### src/rtl/conf_int_sub_pkg.sv
// -----------------------------------------------------------------------------
// conf_int_sub_pkg
// Shared constants and types for the pipelined handshake subtractor.
//   OP_BITWIDTH_MIN / OP_BITWIDTH_MAX : supported operator widths
//   HALF_MAX                          : widest half-operand the payload carries
//   s1_payload_t                      : stage-1 -> stage-2 payload
// -----------------------------------------------------------------------------
package conf_int_sub_pkg;

  localparam int unsigned OP_BITWIDTH_MIN = 2;
  localparam int unsigned OP_BITWIDTH_MAX = 64;
  localparam int unsigned HALF_MAX        = OP_BITWIDTH_MAX / 2;

  // Stage-1 result: the finished low half, its borrow-out, and the untouched
  // high operand halves. Fields are sized for OP_BITWIDTH_MAX, and narrower
  // configurations use the low bits of each field.
  typedef struct packed {
    logic [HALF_MAX-1:0] diff_lo;
    logic                borrow;
    logic [HALF_MAX-1:0] a_hi;
    logic [HALF_MAX-1:0] b_hi;
  } s1_payload_t;

endpackage

### src/rtl/conf_int_sub_pipe_hs_if.sv
// -----------------------------------------------------------------------------
// conf_int_sub_pipe_hs_if
// Operand/result bus with valid/ready handshakes on both sides.
//   a, b, in_valid / in_ready        : operand pair and input handshake
//   d, borrow, out_valid / out_ready : result and output handshake
// Modports: master = traffic source/sink, slave = subtractor.
// -----------------------------------------------------------------------------
interface conf_int_sub_pipe_hs_if #(
  parameter int unsigned DATA_PATH_BITWIDTH = 16
);

  logic [DATA_PATH_BITWIDTH-1:0] a;
  logic [DATA_PATH_BITWIDTH-1:0] b;
  logic                          in_valid;
  logic                          in_ready;
  logic [DATA_PATH_BITWIDTH-1:0] d;
  logic                          borrow;
  logic                          out_valid;
  logic                          out_ready;

  modport master (
    output a, b, in_valid, out_ready,
    input  in_ready, d, borrow, out_valid
  );

  modport slave (
    input  a, b, in_valid, out_ready,
    output in_ready, d, borrow, out_valid
  );

endinterface

### src/rtl/conf_int_sub_stage.sv
// -----------------------------------------------------------------------------
// conf_int_sub_stage
// One registered pipeline slice: W-bit subtractor with borrow-in/borrow-out,
// a pass-through payload, and a valid/ready handshake.
//   clk, rst           : clock, asynchronous active-low reset
//   valid_i / ready_o  : upstream handshake
//   x_i, y_i, bin_i    : minuend, subtrahend, borrow-in
//   pass_i / pass_o    : payload carried alongside unchanged
//   valid_o / ready_i  : downstream handshake
//   diff_o, bout_o     : registered difference and borrow-out
// The low APX bits are approximated as x XOR y. They produce no borrow, and
// bin_i enters at the lowest exact bit.
// -----------------------------------------------------------------------------
module conf_int_sub_stage
  import conf_int_sub_pkg::*;
#(
  parameter int unsigned W   = 8,
  parameter int unsigned APX = 0,
  parameter int unsigned PW  = 1
) (
  input  logic          clk,
  input  logic          rst,
  input  logic          valid_i,
  output logic          ready_o,
  input  logic [W-1:0]  x_i,
  input  logic [W-1:0]  y_i,
  input  logic          bin_i,
  input  logic [PW-1:0] pass_i,
  output logic          valid_o,
  input  logic          ready_i,
  output logic [W-1:0]  diff_o,
  output logic          bout_o,
  output logic [PW-1:0] pass_o
);

  localparam logic [W:0]   ONE      = (W+1)'(1);
  localparam logic [W:0]   MASK_EXT = (ONE << APX) - ONE;
  localparam logic [W-1:0] APX_MASK = MASK_EXT[W-1:0];

  logic [W:0]    sub;
  logic [W-1:0]  diff_d;
  logic          bout_d;
  logic          valid_q;
  logic [W-1:0]  diff_q;
  logic          bout_q;
  logic [PW-1:0] pass_q;

  // The approximated bits are zeroed before subtracting, so nothing borrows
  // out of them. The borrow-in is shifted up to the first exact bit. When the
  // whole slice is approximated, the borrow-in falls straight through to the
  // borrow-out.
  // NOTE: every variable in always_comb is fully assigned on every pass,
  // so no latch can be inferred.
  always_comb begin
    sub    = {1'b0, x_i & ~APX_MASK} - {1'b0, y_i & ~APX_MASK}
           - ({{W{1'b0}}, bin_i} << APX);
    diff_d = (sub[W-1:0] & ~APX_MASK) | ((x_i ^ y_i) & APX_MASK);
    bout_d = sub[W];
  end

  // The slice can load when it is empty or when its contents leave this edge.
  assign ready_o = !valid_q || ready_i;

  // NOTE: state registers use non-blocking assignments only. All of them,
  // data included, are reset so that the outputs read 0 while in reset.
  always_ff @(posedge clk or negedge rst) begin
    if (!rst) begin
      valid_q <= 1'b0;
      diff_q  <= '0;
      bout_q  <= 1'b0;
      pass_q  <= '0;
    end else if (ready_o) begin
      valid_q <= valid_i;
      if (valid_i) begin
        diff_q <= diff_d;
        bout_q <= bout_d;
        pass_q <= pass_i;
      end
    end
  end

  assign valid_o = valid_q;
  assign diff_o  = diff_q;
  assign bout_o  = bout_q;
  assign pass_o  = pass_q;

endmodule

### src/rtl/conf_int_sub_pipe_hs.sv
// -----------------------------------------------------------------------------
// conf_int_sub_pipe_hs
// Two-stage pipelined unsigned subtractor d = a - b with valid/ready
// handshakes and an optional approximation of the low APX_BITS bits.
//   clk : clock (rising edge)
//   rst : asynchronous active-low reset
//   bus : conf_int_sub_pipe_hs_if.slave (a, b, in_valid/in_ready,
//         d, borrow, out_valid/out_ready)
// Stage 1 subtracts the low half. Stage 2 subtracts the high half using the
// stage-1 borrow as its borrow-in.
// Build option: define CONF_INT_SUB_SAT_EN to saturate d to 0 on underflow.
// borrow is still reported when saturating.
// -----------------------------------------------------------------------------
module conf_int_sub_pipe_hs
  import conf_int_sub_pkg::*;
#(
  parameter int unsigned OP_BITWIDTH        = 16,
  parameter int unsigned DATA_PATH_BITWIDTH = 16,
  parameter int unsigned APX_BITS           = 0
) (
  input  logic                  clk,
  input  logic                  rst,
  conf_int_sub_pipe_hs_if.slave bus
);

  localparam int unsigned LO_W   = OP_BITWIDTH / 2;
  localparam int unsigned HI_W   = OP_BITWIDTH - LO_W;
  // Split the approximated bits between the two halves.
  localparam int unsigned APX_LO = (APX_BITS > LO_W) ? LO_W : APX_BITS;
  localparam int unsigned APX_HI = (APX_BITS > LO_W) ? (APX_BITS - LO_W) : 0;

  logic              v1;
  logic              v2;
  logic              ready_s2;
  logic [LO_W-1:0]   lo_diff_s1;
  logic              lo_bout_s1;
  logic [2*HI_W-1:0] hi_ops_s1;
  s1_payload_t       s1;
  logic [HI_W-1:0]   hi_diff_s2;
  logic [LO_W-1:0]   lo_diff_s2;
  logic              borrow_s2;
  logic [OP_BITWIDTH-1:0] res_op;
  logic              unused_ok;

  conf_int_sub_stage #(
    .W   (LO_W),
    .APX (APX_LO),
    .PW  (2*HI_W)
  ) u_stage1 (
    .clk     (clk),
    .rst     (rst),
    .valid_i (bus.in_valid),
    .ready_o (bus.in_ready),
    .x_i     (bus.a[LO_W-1:0]),
    .y_i     (bus.b[LO_W-1:0]),
    .bin_i   (1'b0),
    .pass_i  ({bus.a[OP_BITWIDTH-1:LO_W], bus.b[OP_BITWIDTH-1:LO_W]}),
    .valid_o (v1),
    .ready_i (ready_s2),
    .diff_o  (lo_diff_s1),
    .bout_o  (lo_bout_s1),
    .pass_o  (hi_ops_s1)
  );

  always_comb begin
    s1                  = '0;
    s1.diff_lo[LO_W-1:0] = lo_diff_s1;
    s1.borrow           = lo_bout_s1;
    s1.a_hi[HI_W-1:0]   = hi_ops_s1[2*HI_W-1:HI_W];
    s1.b_hi[HI_W-1:0]   = hi_ops_s1[HI_W-1:0];
  end

  conf_int_sub_stage #(
    .W   (HI_W),
    .APX (APX_HI),
    .PW  (LO_W)
  ) u_stage2 (
    .clk     (clk),
    .rst     (rst),
    .valid_i (v1),
    .ready_o (ready_s2),
    .x_i     (s1.a_hi[HI_W-1:0]),
    .y_i     (s1.b_hi[HI_W-1:0]),
    .bin_i   (s1.borrow),
    .pass_i  (s1.diff_lo[LO_W-1:0]),
    .valid_o (v2),
    .ready_i (bus.out_ready),
    .diff_o  (hi_diff_s2),
    .bout_o  (borrow_s2),
    .pass_o  (lo_diff_s2)
  );

  // Saturation is a mask on registered values, so d stays stable while the
  // result is stalled.
  always_comb begin
`ifdef CONF_INT_SUB_SAT_EN
    res_op = borrow_s2 ? '0 : {hi_diff_s2, lo_diff_s2};
`else
    res_op = {hi_diff_s2, lo_diff_s2};
`endif
  end

  assign bus.d         = DATA_PATH_BITWIDTH'(res_op);
  assign bus.borrow    = borrow_s2;
  assign bus.out_valid = v2;

  // These bits are deliberately ignored: the operand bits above OP_BITWIDTH
  // and the payload bits beyond this configuration's half widths.
  assign unused_ok = ^{s1, bus.a, bus.b};

endmodule

### src/flat_wrapper.sv
// flat-port wrapper written by rule: the top's interface ports become plain ports
module conf_int_sub_pipe_hs_flat import conf_int_sub_pkg::*;
#(
  parameter int unsigned OP_BITWIDTH        = 16,
  parameter int unsigned DATA_PATH_BITWIDTH = 16,
  parameter int unsigned APX_BITS           = 0
)
  (clk, rst, bus_a, bus_b, bus_in_valid, bus_out_ready, bus_in_ready, bus_d, bus_borrow, bus_out_valid);
  conf_int_sub_pipe_hs_if #(.DATA_PATH_BITWIDTH(DATA_PATH_BITWIDTH)) bus_i ();
  input  logic clk;
  input  logic rst;
  input wire logic [$bits(bus_i.a)-1:0] bus_a;
  input wire logic [$bits(bus_i.b)-1:0] bus_b;
  input wire logic [$bits(bus_i.in_valid)-1:0] bus_in_valid;
  input wire logic [$bits(bus_i.out_ready)-1:0] bus_out_ready;
  output wire logic [$bits(bus_i.in_ready)-1:0] bus_in_ready;
  output wire logic [$bits(bus_i.d)-1:0] bus_d;
  output wire logic [$bits(bus_i.borrow)-1:0] bus_borrow;
  output wire logic [$bits(bus_i.out_valid)-1:0] bus_out_valid;
  assign bus_i.a = bus_a;
  assign bus_i.b = bus_b;
  assign bus_i.in_valid = bus_in_valid;
  assign bus_i.out_ready = bus_out_ready;
  assign bus_in_ready = bus_i.in_ready;
  assign bus_d = bus_i.d;
  assign bus_borrow = bus_i.borrow;
  assign bus_out_valid = bus_i.out_valid;
  conf_int_sub_pipe_hs #(.OP_BITWIDTH(OP_BITWIDTH), .DATA_PATH_BITWIDTH(DATA_PATH_BITWIDTH), .APX_BITS(APX_BITS)) u_core (.clk(clk), .rst(rst), .bus(bus_i));
endmodule
### config.mk
export PLATFORM = sky130hd
export DESIGN_NAME = conf_int_sub_pipe_hs_flat
export DESIGN_NICKNAME = d
export VERILOG_FILES = /design/src/rtl/conf_int_sub_pkg.sv /design/src/rtl/conf_int_sub_pipe_hs_if.sv /design/src/rtl/conf_int_sub_stage.sv /design/src/rtl/conf_int_sub_pipe_hs.sv /design/src/flat_wrapper.sv
export SDC_FILE = /design/constraint.sdc
export NUM_CORES = 1
export LEC_CHECK = 0
export ABC_AREA = 1
export CAP_MARGIN = 20
export CORE_ASPECT_RATIO = 1.75
export CORE_UTILIZATION = 30
export CTS_CLUSTER_SIZE = 30
export DETAILED_ROUTE_END_ITERATION = 16
export GPL_ROUTABILITY_DRIVEN = 0
export PLACE_DENSITY = 0.56
export SLEW_MARGIN = 30
export SYNTH_ARGS = -nofsm -noshare
export SYNTH_HDL_FRONTEND = slang
export SYNTH_SLANG_ARGS = --single-unit
### constraint.sdc
create_clock -name clk -period 2.68 [get_ports clk]
set_input_delay 0.804 -clock clk [delete_from_list [all_inputs] [get_ports clk]]
set_output_delay 0.804 -clock clk [all_outputs]
set_load 0.005 [all_outputs]
======== After elaboration in Yosys (flattened, before gate mapping) ========
Cells that the tools add are included.
storage, ports and cells
  output and inout bits ................... 19
  bits in registers ....................... 44
  input bits .............................. 36
  logic and storage cells ................. 17
cells by class
  add/sub/neg operators ................... 3
  reduce and logical (&&, ||, !) cells .... 6
operators with widths
  operator          number
  $sub 8x8->9       2
  $sub 9x1->9       1
  $reduce_and 2->1  2
  $logic_not 1->1   2
  $logic_or 1x1->1  2

======== Longest topological paths before layout ========
Gate-level depths: netlist of the first run.
  word-level depth ........................ 4
  mapped depth ............................ 12
  depth with buffers taken out ............ 12

======== Cells and area by module ========
A second synthesis of the first run with hierarchy kept.
second synthesis, totals
  cells, all modules ...................... 369
  area, all modules ....................... 2,856.5 sq um
by module, submodules not included
  module                                area each (sq um)  times used  sequential area each (sq um)  cells an instance
  conf_int_sub_stage (u_core.u_stage1)  1,585.3            1           650.6                         201
  conf_int_sub_stage (u_core.u_stage2)  1,267.5            1           450.4                         167
  conf_int_sub_pipe_hs                  3.8                1           0.0                           1

======== Least setup slack after synthesis of the first run ========
No wires, ideal clock.
  kind .................................... input to register
  start point ............................. input bus_a[0]
  end point ............................... register u_core.u_stage1.bout_q, in the netlist u_core.u_stage1.bout_o
  library setup time ...................... 119 ps
  arrival ................................. 1,880 ps
  cell stages on the path ................. 9
  required time ........................... 2,561 ps
  setup slack ............................. 682 ps
  path through ............................ inv_1 ha_1 fa_1 inv_1 nand2_1 a21oi_1 nand2_1 nand3_1 o21ai_2
between the ends
  cells in the longest elaborated chain, start to end .. 1
RTL lines
  item                    line                      source
  start: declaration      flat_wrapper.sv:12        input wire logic [$bits(bus_i.a)-1:0] bus_a;
  $sub 8x8->9             conf_int_sub_stage.sv:55  sub = {1'b0, x_i & ~APX_MASK} - {1'b0, y_i & ~APX_MASK}
  end signal: assignment  conf_int_sub_stage.sv:76  bout_q <= bout_d;
  end: declaration        conf_int_sub_stage.sv:45  logic bout_q;
Every way passes these cells.
A chain may end at the register's enable or synchronous reset.

======== Final worst setup path of the first run ========
Ends and elaborated chain as after synthesis.

==> results.md, run 1 <==
* Longest Clk Path Bufs at 2
* Seq pwr share at 0.345
* Critical path endpoint category: register
* Hold depth at 2
* Clock insertion delay at the later pin of the skew report at 0.28 ns
* GRT Util Overall at 0.1336
* Post-layout util at 0.4149
* Max Slew Vio Count at 0
* Clock power frac at 0.283
* Die Y at 125.8 um
* CTS tree: yes
* WL/cell at 10.53 um
* Final min period at 2.319 ns
* Status: complete, no violations
* Die ar. at 9151 um2
* Commonest non-fill, non-tap cell in the layout: nand2_1
* Pint at 1.882 mW
* Clock slew at the register clock pins of the worst setup and hold paths at 0.06 ns
* Worst Path Required at 2.85 ns
* Die X at 72.75 um
* Core ar. at 8368 um2
* Combinational share of power at 0.372
* Synth unique cells at 24
* Startpoint types: input port
* Io pins at 55
* Initial antenna violation count at 0
* H-tree depth at 2
* PwrDens at 778.5 nW/um2
* Switching share of power at 0.3036
* Reg2Reg Depth at 12
* # rows at 44
* Final hold viol count at 0
* Sink Count at 44
* Setup ws final at 0.3607 ns
* Synthesized instance count at 330
* # diodes at 0
* Leakage Power at 1.832 nW
* Starting density of the core at 0.3140
* Clock root cell: clkbuf_16
* Post-DP HPWL at 4192 um
* Commonest non-fill, non-tap cells in the layout: nand2_1 (125), inv_1 (59), clkdlybuf4s50_1 (52)
* Synthesis warning total at 0
* FF-to-FF End: u_core.u_stage2.bout_o$_DFFE_PN0P_
* Vias in the first global route at 2175
* Crit path DAT at 2.49 ns
* Dpl ws at 0.002405 ns
* Grt total ovfl at 0
* MaxCap Viol Count at 0
* Routed wire length at 5317 um
* Clock Skews at 0.003422 ns
* RR Startpoint: u_core.u_stage1.bout_o$_DFFE_PN0P_
* DRC viols at 0
* Synthesized flop and latch total at 44
* Setup Fix Bufs, Post-CTS at 0
* Worst-case headroom to the max-slew limit at 0.6340
* FF-to-FF setup slack at 0.83 ns
* Seq/Total Area, Yosys at 0.4190
* Vias at 2123
* Worst hold path class: register to register
* Average cell area after synthesis at 7.962 um2
* PostCTS Resize Cnt at 0
* Vias/cell at 4.204
* Setup TNS at 0 ns
* Final period utilization at 0.8654
* Post-layout nets at 451
* Synth Net Count at 391
* Synth-to-Final Area Change at 32.14%
* IO buf count at 54
* Drt initial violations at 42
* Top achievable clock speed at 431.2 MHz
* Critical path peak fanout at 3
* Peak supply drop at 0.2641 mV
* Worst Setup Path Type: input port to register
* Post-CTS Hold Fix Bufs at 0
* Final ANT Viol Nets at 0
* Pin count of the biggest net entering global routing at 45
* Share of cells above drive strength 1 at 0.08462
* RSZ-0062 raised after global routing: no
* DRT Pass-1 Iters at 4
* Sw power at 820.7 uW
* Hold path startpoint: u_core.u_stage2.diff_o[7]$_DFFE_PN0P_
* Hold worst-path end: u_core.u_stage2.diff_o[7]$_DFFE_PN0P_
* First-pass GRT wire length at 9363 um
* Synthesized area at 2628 um2
* Worst slew pin tran at 0.5490 ns
* Final count of negative-setup-slack endpoints at 0
* Total CTS buffers at 5
## area by class of cell
cell class	count	area (um2)
Fill cell	892	4896
Multi-Input combinational cell	218	1227
Tap cell	115	143.9
Inverter	61	231.5
Clock buffer	5	125.1
Sequential cell	44	1101
Timing Repair Buffer	60	583.1
Clock inverter	2	60.06
## stage by stage
stage               hold slack, ns  power [mW]  cells  cell area, um2
global placement            0.4527       1.957    498            3284
detailed placement          0.4594       1.973    498            3284
finish                      0.4731       2.703    505            3472
global route                0.4876       2.940    505            3472
floorplan                   0.4422       1.549    330            2628
CTS                         0.4775       2.758    505            3470
## worst max path at each step
stage	from	to	slack [ns]	cells past startpoint
3_5_place_dp	bus_out_ready	bus_in_ready	0.002	4
3_3_place_gp	bus_out_ready	bus_in_ready	0.01	4
2_1_floorplan	bus_a[0]	u_core.u_stage1.bout_o$_DFFE_PN0P_	0.68	9
5_1_grt	bus_a[0]	u_core.u_stage1.bout_o$_DFFE_PN0P_	0.29	10
6_report	bus_a[0]	u_core.u_stage1.bout_o$_DFFE_PN0P_	0.36	10
4_1_cts	bus_out_ready	bus_in_ready	0.0009	4
## sequential cells by signal, indices dropped and copies added, names as in the netlist
signal                   cells
u_core.u_stage1.pass_o      16
u_core.u_stage2.valid_o      1
u_core.u_stage2.pass_o       8
u_core.u_stage2.diff_o       8
u_core.u_stage1.bout_o       1
u_core.u_stage1.valid_o      1
u_core.u_stage1.diff_o       8
u_core.u_stage2.bout_o       1
## synth_stat cells
cell type	n	share of area
o21a_1	1	0.0029
or2_1	1	0.0024
inv_2	1	0.0014
xor2_1	1	0.0033
inv_4	1	0.0024
nand3_1	15	0.029
buf_4	3	0.0086
nand2_1	125	0.18
nor2_1	10	0.014
a31oi_1	1	0.0024
inv_1	59	0.084
a21oi_1	6	0.011
dfrtp_1	44	0.42
xnor2_1	3	0.010
ha_1	22	0.10
or2_2	2	0.0048
o22ai_2	1	0.0048
nand3_2	2	0.0076
buf_6	4	0.017
nand3b_1	3	0.0086
o21ai_2	11	0.037
nand2_4	1	0.0043
fa_1	3	0.023
o21ai_0	10	0.019
## power by group through the flow
stage               combinational [mW]  clock (mW)  sequential, mW
detailed placement                1.03           0           0.948
floorplan                        0.606           0           0.943
global route                      1.17       0.817           0.958
CTS                               1.03       0.788           0.938
finish                            1.01       0.764           0.933
global placement                  1.01           0           0.943
## worst max-delay path, stage by stage
cell and delay [ns]:
clkdlybuf4s50_1 0.45, inv_1 0.04, ha_1 0.19, fa_1 0.36
inv_1 0.07, nand2_1 0.09, a21oi_1 0.25, nand2_1 0.08
nand3_1 0.10, o21ai_2 0.05
## routing by layer
layer | global-route usage | vias to the layer above | share of wire
met5 | 0 | - | 0
met2 | 0.2606 | 38 | 0.56
met1 | 0.1303 | 954 | 0.39
met3 | 0.02320 | 6 | 0.027
li1 | - | 1125 | -
met4 | 0.05998 | 0 | 0.024
## cell families after synthesis
logic type      Yosys count  share of synthesized area
compound gates           30                    0.07714
xor+xnor                  4                    0.01334
fa+ha+maj                25                     0.1276
buf+inv                  68                     0.1138
flops                    44                     0.4190
simple gates            159                     0.2490
No activity file was read; power rests on OpenSTA's default activity.
==> run 2, diff against run 1 <==
--- a/config.mk
+++ b/config.mk
@@ -12,7 +12,6 @@
 export CTS_CLUSTER_SIZE = 30
 export DETAILED_ROUTE_END_ITERATION = 16
 export GPL_ROUTABILITY_DRIVEN = 0
-export PLACE_DENSITY = 0.56
 export SLEW_MARGIN = 30
 export SYNTH_ARGS = -nofsm -noshare
 export SYNTH_HDL_FRONTEND = slang
==> run 2 against run 1 <==
Clock skew fell by 0.0010 ns. First-iteration DRC count rose by 48%. Combinational power barely moved. Worst hold slack got worse by 0.0053 ns. Clock power fell by 18%. Via count rose by 0.71%. Fmax fell by 4.3%. Power fell by 4.9%. Die area did not move. Design area fell by 1.2%.
==> results.md, run 2 (same netlist as run 1, synthesis figures left out) <==
* Core ar. at 8368 um2
* DRT Pass-1 Iters at 4
* Worst-case headroom to the max-slew limit at 0.6207
* FF-to-FF End: u_core.u_stage2.diff_o[7]$_DFFE_PN0P_
* Vias in the first global route at 2121
* Clock Skews at 0.002406 ns
* Placed cells at 497
* Reg2Reg Depth at 10
* GRT Util Overall at 0.1349
* Top achievable clock speed at 412.4 MHz
* IO buf count at 54
* Clock insertion delay at the later pin of the skew report at 0.28 ns
* Routed wire length at 5487 um
* Worst hold path class: register to register
* Post-Place Cell Area at 3277 um2
* Commonest non-fill, non-tap cell in the layout: nand2_1
* RSZ-0062 raised after global routing: no
* Critical path peak fanout at 2
* Initial antenna violation count at 0
* Vias at 2138
* Peak supply drop at 0.2993 mV
* Io pins at 55
* Share of cells above drive strength 1 at 0.08462
* Synth-to-Final Area Change at 30.52%
* Worst Setup Path Type: input port to output pin
* Setup TNS at 0 ns
* Total power at 2.572 mW
* Worst setup path end: bus_in_ready
* Total CTS buffers at 5
* DRC viols at 0
* Status: complete, no violations
* Commonest non-fill, non-tap cells in the layout: nand2_1 (125), inv_1 (59), clkdlybuf4s50_1 (52)
* Worst slew pin tran at 0.5690 ns
* Drt initial violations at 62
* # rows at 44
* WL/cell at 10.87 um
* Die ar. at 9151 um2
* Vias/cell at 4.234
* Die Y at 125.8 um
* Worst Setup SP: bus_out_ready
* RR Startpoint: u_core.u_stage1.pass_o[0]$_DFFE_PN0P_
* Fin area at 3430 um2
* MaxCap Viol Count at 0
* H-tree depth at 2
* Longest Clk Path Bufs at 2
* Clock root cell: clkbuf_16
* CTS tree: yes
* Final ANT Viol Nets at 0
* Startpoint types: input port
* First-pass GRT wire length at 9404 um
* Post-DP HPWL at 4259 um
* Clock slew at the register clock pins of the worst setup and hold paths at 0.06 ns
* Final min period at 2.425 ns
* Setup Fix Bufs, Post-CTS at 0
* Starting density of the core at 0.3140
* Max reg flops at 16
* Leakage Power at 1.802 nW
* Grt total ovfl at 0
* Final hold viol count at 0
* # diodes at 0
* Fin cells at 505
* Final period utilization at 0.9047
* Pin count of the biggest net entering global routing at 45
* Worst Path Required at 1.88 ns
* PwrDens at 749.8 nW/um2
* Final count of negative-setup-slack endpoints at 0
* Max Slew Vio Count at 0
* FF-to-FF setup slack at 0.80 ns
* Hold WS at 0.4677 ns
* Crit path DAT at 1.62 ns
* Post-layout nets at 450
* Sink Count at 44
* Die X at 72.75 um
* Critical path endpoint category: output pin
==> run 2: changes by cell type in the layout (fill, tap and decap cells not counted), sizes merged <==
cell,previous run,this run
dlymetal6s2s,1,0
buf,7,6
dlygate4sd2,0,1
clkbuf,5,6
clkinvlp,0,2
bufinv,2,0
==> run 2: final cells by class <==
class	count	area [um2]
Timing Repair Buffer	59	571.8
Multi-Input combinational cell	218	1227
Clock inverter	2	15.01
Tap cell	115	143.9
Inverter	61	231.5
Sequential cell	44	1101
Clock buffer	6	138.9
Fill cell	896	4938
==> run 2: what timing repair did <==
action | 4_1_cts | 5_1_grt
endpoints found under the setup margin | 1 | 0
hold buffers | 0 | 0
resized for setup | 1 | 0
==> run 2: routing by layer <==
metal / wire length, um / GRT usage
met4: 176 / 0.07151
met3: 147 / 0.02000
met1: 2157 / 0.1380
met2: 3005 / 0.2534
met5: 0 / 0
==> run 2: worst min-delay path by stage <==
stage,startpoint,end,slack (ns),depth (start not counted)
floorplan,u_core.u_stage1.diff_o[0]$_DFFE_PN0P_,u_core.u_stage2.pass_o[0]$_DFFE_PN0P_,0.44,2
global placement,u_core.u_stage1.diff_o[3]$_DFFE_PN0P_,u_core.u_stage2.pass_o[3]$_DFFE_PN0P_,0.45,2
detailed placement,u_core.u_stage1.diff_o[5]$_DFFE_PN0P_,u_core.u_stage2.pass_o[5]$_DFFE_PN0P_,0.46,2
CTS,u_core.u_stage1.diff_o[6]$_DFFE_PN0P_,u_core.u_stage2.pass_o[6]$_DFFE_PN0P_,0.47,2
global route,u_core.u_stage2.diff_o[6]$_DFFE_PN0P_,u_core.u_stage2.diff_o[6]$_DFFE_PN0P_,0.49,2
finish,u_core.u_stage1.diff_o[6]$_DFFE_PN0P_,u_core.u_stage2.pass_o[6]$_DFFE_PN0P_,0.47,2
==> run 2: stage by stage <==
stage,setup slack (ns),utilization
2_1_floorplan,0.6818,-
3_3_place_gp,0.01557,0.3916
3_5_place_dp,-0.01318,0.3916
4_1_cts,0.2467,0.4098
5_1_grt,0.2065,0.4098
6_report,0.2553,0.4098
==> run 2: worst max-delay path, cell delays in order <==
cell and delay, ns:
clkdlybuf4s50_1 0.40, inv_1 0.08, nand3_2 0.07, dlygate4sd2_1 0.27
==> run 2: power breakdown <==
group | total (mW) | switching, mW | internal, mW
Sequential | 0.937 | 0.0959 | 0.841
Clock | 0.624 | 0.254 | 0.370
Combinational | 1.01 | 0.497 | 0.513
Total | 2.57 | 0.847 | 1.72
==> run 3, diff against run 2 <==
--- a/config.mk
+++ b/config.mk
@@ -12,6 +12,7 @@
 export CTS_CLUSTER_SIZE = 30
 export DETAILED_ROUTE_END_ITERATION = 16
 export GPL_ROUTABILITY_DRIVEN = 0
+export PLACE_DENSITY = 0.53
 export SLEW_MARGIN = 30
 export SYNTH_ARGS = -nofsm -noshare
 export SYNTH_HDL_FRONTEND = slang
==> run 3 against run 2 <==
Flip-flop and latch count unchanged. Clock power increased by 9.1%. Critical path depth increased by 6. Clock-buffer cell count unchanged. Final cell count increased by 0.20%. Worst hold slack improved by 0.0049 ns. Clock skew increased by 0.0014 ns. Fmax increased by 4.0%.
==> results.md, run 3 (same netlist as run 1, synthesis figures left out) <==
* Status: complete, no violations
* Sw power at 842.8 uW
* Switching share of power at 0.3190
* Top achievable clock speed at 429.1 MHz
* Vias/cell at 4.237
* Initial antenna violation count at 0
* Routed wire length at 5526 um
* Slowest stage delay, CP at 0.45 ns
* WL/cell at 10.92 um
* DRT Pass-1 Iters at 4
* Vias in the first global route at 2130
* Combinational share of power at 0.387
* Seq pwr share at 0.356
* Commonest non-fill, non-tap cell in the layout: nand2_1
* Total CTS buffers at 5
* Cells along the critical path: clkdlybuf4s50_1, inv_1, ha_1, fa_1, inv_1, nand2_1, a21oi_1, nand2_1, nand3_1, o21ai_2
* Sink Count at 44
* First-pass GRT wire length at 9487 um
* Post-DP HPWL at 4437 um
* Grt total ovfl at 0
* Final ANT Viol Nets at 0
* PwrDens at 760.1 nW/um2
* Share of cells above drive strength 1 at 0.08440
* Critical path peak fanout at 3
* Max stage delay cell, worst path: clkdlybuf4s50_1
* Commonest non-fill, non-tap cells in the layout: nand2_1 (125), inv_1 (59), clkdlybuf4s50_1 (52)
* Clock slew at the register clock pins of the worst setup and hold paths at 0.06 ns
* Worst hold path class: register to register
* CTS tree: yes
* Leakage Power at 1.831 nW
* GRT Util Overall at 0.1351
* Drt initial violations at 49
* Worst Setup Path Type: input port to register
* Io pins at 55
* Critical path endpoint category: register
* IO buf count at 54
* Worst Path Required at 2.86 ns
* Clock power frac at 0.258
* H-tree depth at 2
* Die X at 72.75 um
* Core ar. at 8368 um2
* Synth-to-Final Area Change at 32.29%
* Max reg flops at 16
* Post-CTS Hold Fix Bufs at 0
* Setup Fix Bufs, Post-CTS at 0
* RSZ-0062 raised after global routing: no
* Die Y at 125.8 um
* Setup TNS at 0 ns
* Peak supply drop at 0.2411 mV
* Final hold viol count at 0
* Startpoint types: input port
* Worst slew pin tran at 0.5313 ns
* Pint at 1.799 mW
* Crit path DAT at 2.51 ns
* Final min period at 2.330 ns
* # rows at 44
* Starting density of the core at 0.3140
* Clock Skews at 0.003826 ns
* Hold WS at 0.4726 ns
* Longest Clk Path Bufs at 2
* DRC viols at 0
* MaxCap Viol Count at 0
* Die ar. at 9151 um2
* Max Slew Vio Count at 0
* Clock root cell: clkbuf_16
* Final period utilization at 0.8696
* Clock insertion delay at the later pin of the skew report at 0.28 ns
* # diodes at 0
* Post-layout nets at 451
* Vias at 2144
* Final count of negative-setup-slack endpoints at 0
* Pin count of the biggest net entering global routing at 24
* Worst-case headroom to the max-slew limit at 0.6458
run 3: critical path, delay by kind of cell:
kind,cells,cell delay [ns]
fa+ha+maj,2,0.56
simple gates,3,0.27
compound gates,2,0.31
buf+inv,3,0.56
run 3: metal layers:
metal | track usage | wire length (um) | vias to the layer above | share of wire
met5 | 0 | 0 | - | 0
met4 | 0.07036 | 195 | 0 | 0.035
met3 | 0.01680 | 103 | 11 | 0.019
met2 | 0.2595 | 3105 | 36 | 0.56
met1 | 0.1355 | 2120 | 970 | 0.38
li1 | - | - | 1127 | -
run 3: power groups by stage:
| stage | Clock (mW) | Combinational [mW] | Sequential [mW] |
|---|---|---|---|
| after global placement | 0 | 1.02 | 0.948 |
| after global routing | 0.727 | 1.17 | 0.962 |
| after CTS | 0.706 | 1.04 | 0.945 |
| final | 0.681 | 1.02 | 0.940 |
| after detailed placement | 0 | 1.04 | 0.956 |
| after floorplan | 0 | 0.606 | 0.943 |
run 3: final timing paths:
| path | to | cells after the start | slack (ns) | startpoint |
|---|---|---|---|---|
| max | u_core.u_stage1.bout_o$_DFFE_PN0P_ | 10 | 0.35 | bus_a[0] |
| min | u_core.u_stage2.pass_o[5]$_DFFE_PN0P_ | 2 | 0.47 | u_core.u_stage1.diff_o[5]$_DFFE_PN0P_ |
| min reg2reg | u_core.u_stage2.pass_o[5]$_DFFE_PN0P_ | 2 | 0.47 | u_core.u_stage1.diff_o[5]$_DFFE_PN0P_ |
| max reg2reg | u_core.u_stage2.diff_o[7]$_DFFE_PN0P_ | 10 | 0.81 | u_core.u_stage1.pass_o[0]$_DFFE_PN0P_ |
| max in group asynchronous | u_core.u_stage1.pass_o[6]$_DFFE_PN0P_ | 2 | 1.68 | rst |
| min in group asynchronous | u_core.u_stage1.pass_o[0]$_DFFE_PN0P_ | 1 | 0.49 | rst |
run 3: through the flow:
step / area, um2 / instances / power [mW] / utilization / worst slack, ns
after floorplan: 2628 / 330 / 1.549 / - / 0.6818
after global placement: 3309 / 498 / 1.972 / 0.3955 / 0.007045
after detailed placement: 3309 / 498 / 1.992 / 0.3955 / 0.01594
after CTS: 3473 / 506 / 2.693 / 0.4151 / 0.007595
after global routing: 3476 / 506 / 2.863 / 0.4154 / 0.2809
final: 3476 / 506 / 2.642 / 0.4154 / 0.3495
run 3: timing repair:
item,CTS,global route
endpoints found under the setup margin,0,1
gates resized for setup,0,1
endpoints found under the hold margin,0,0
run 3: layout make-up:
class	count	area [um2]
multi-input cells	218	1227
repair buffers	60	608.1
well taps	115	143.9
flip-flops and latches	44	1101
clock inverters	2	35.03
inverters	61	231.5
clock buffers	6	128.9
fillers	887	4892
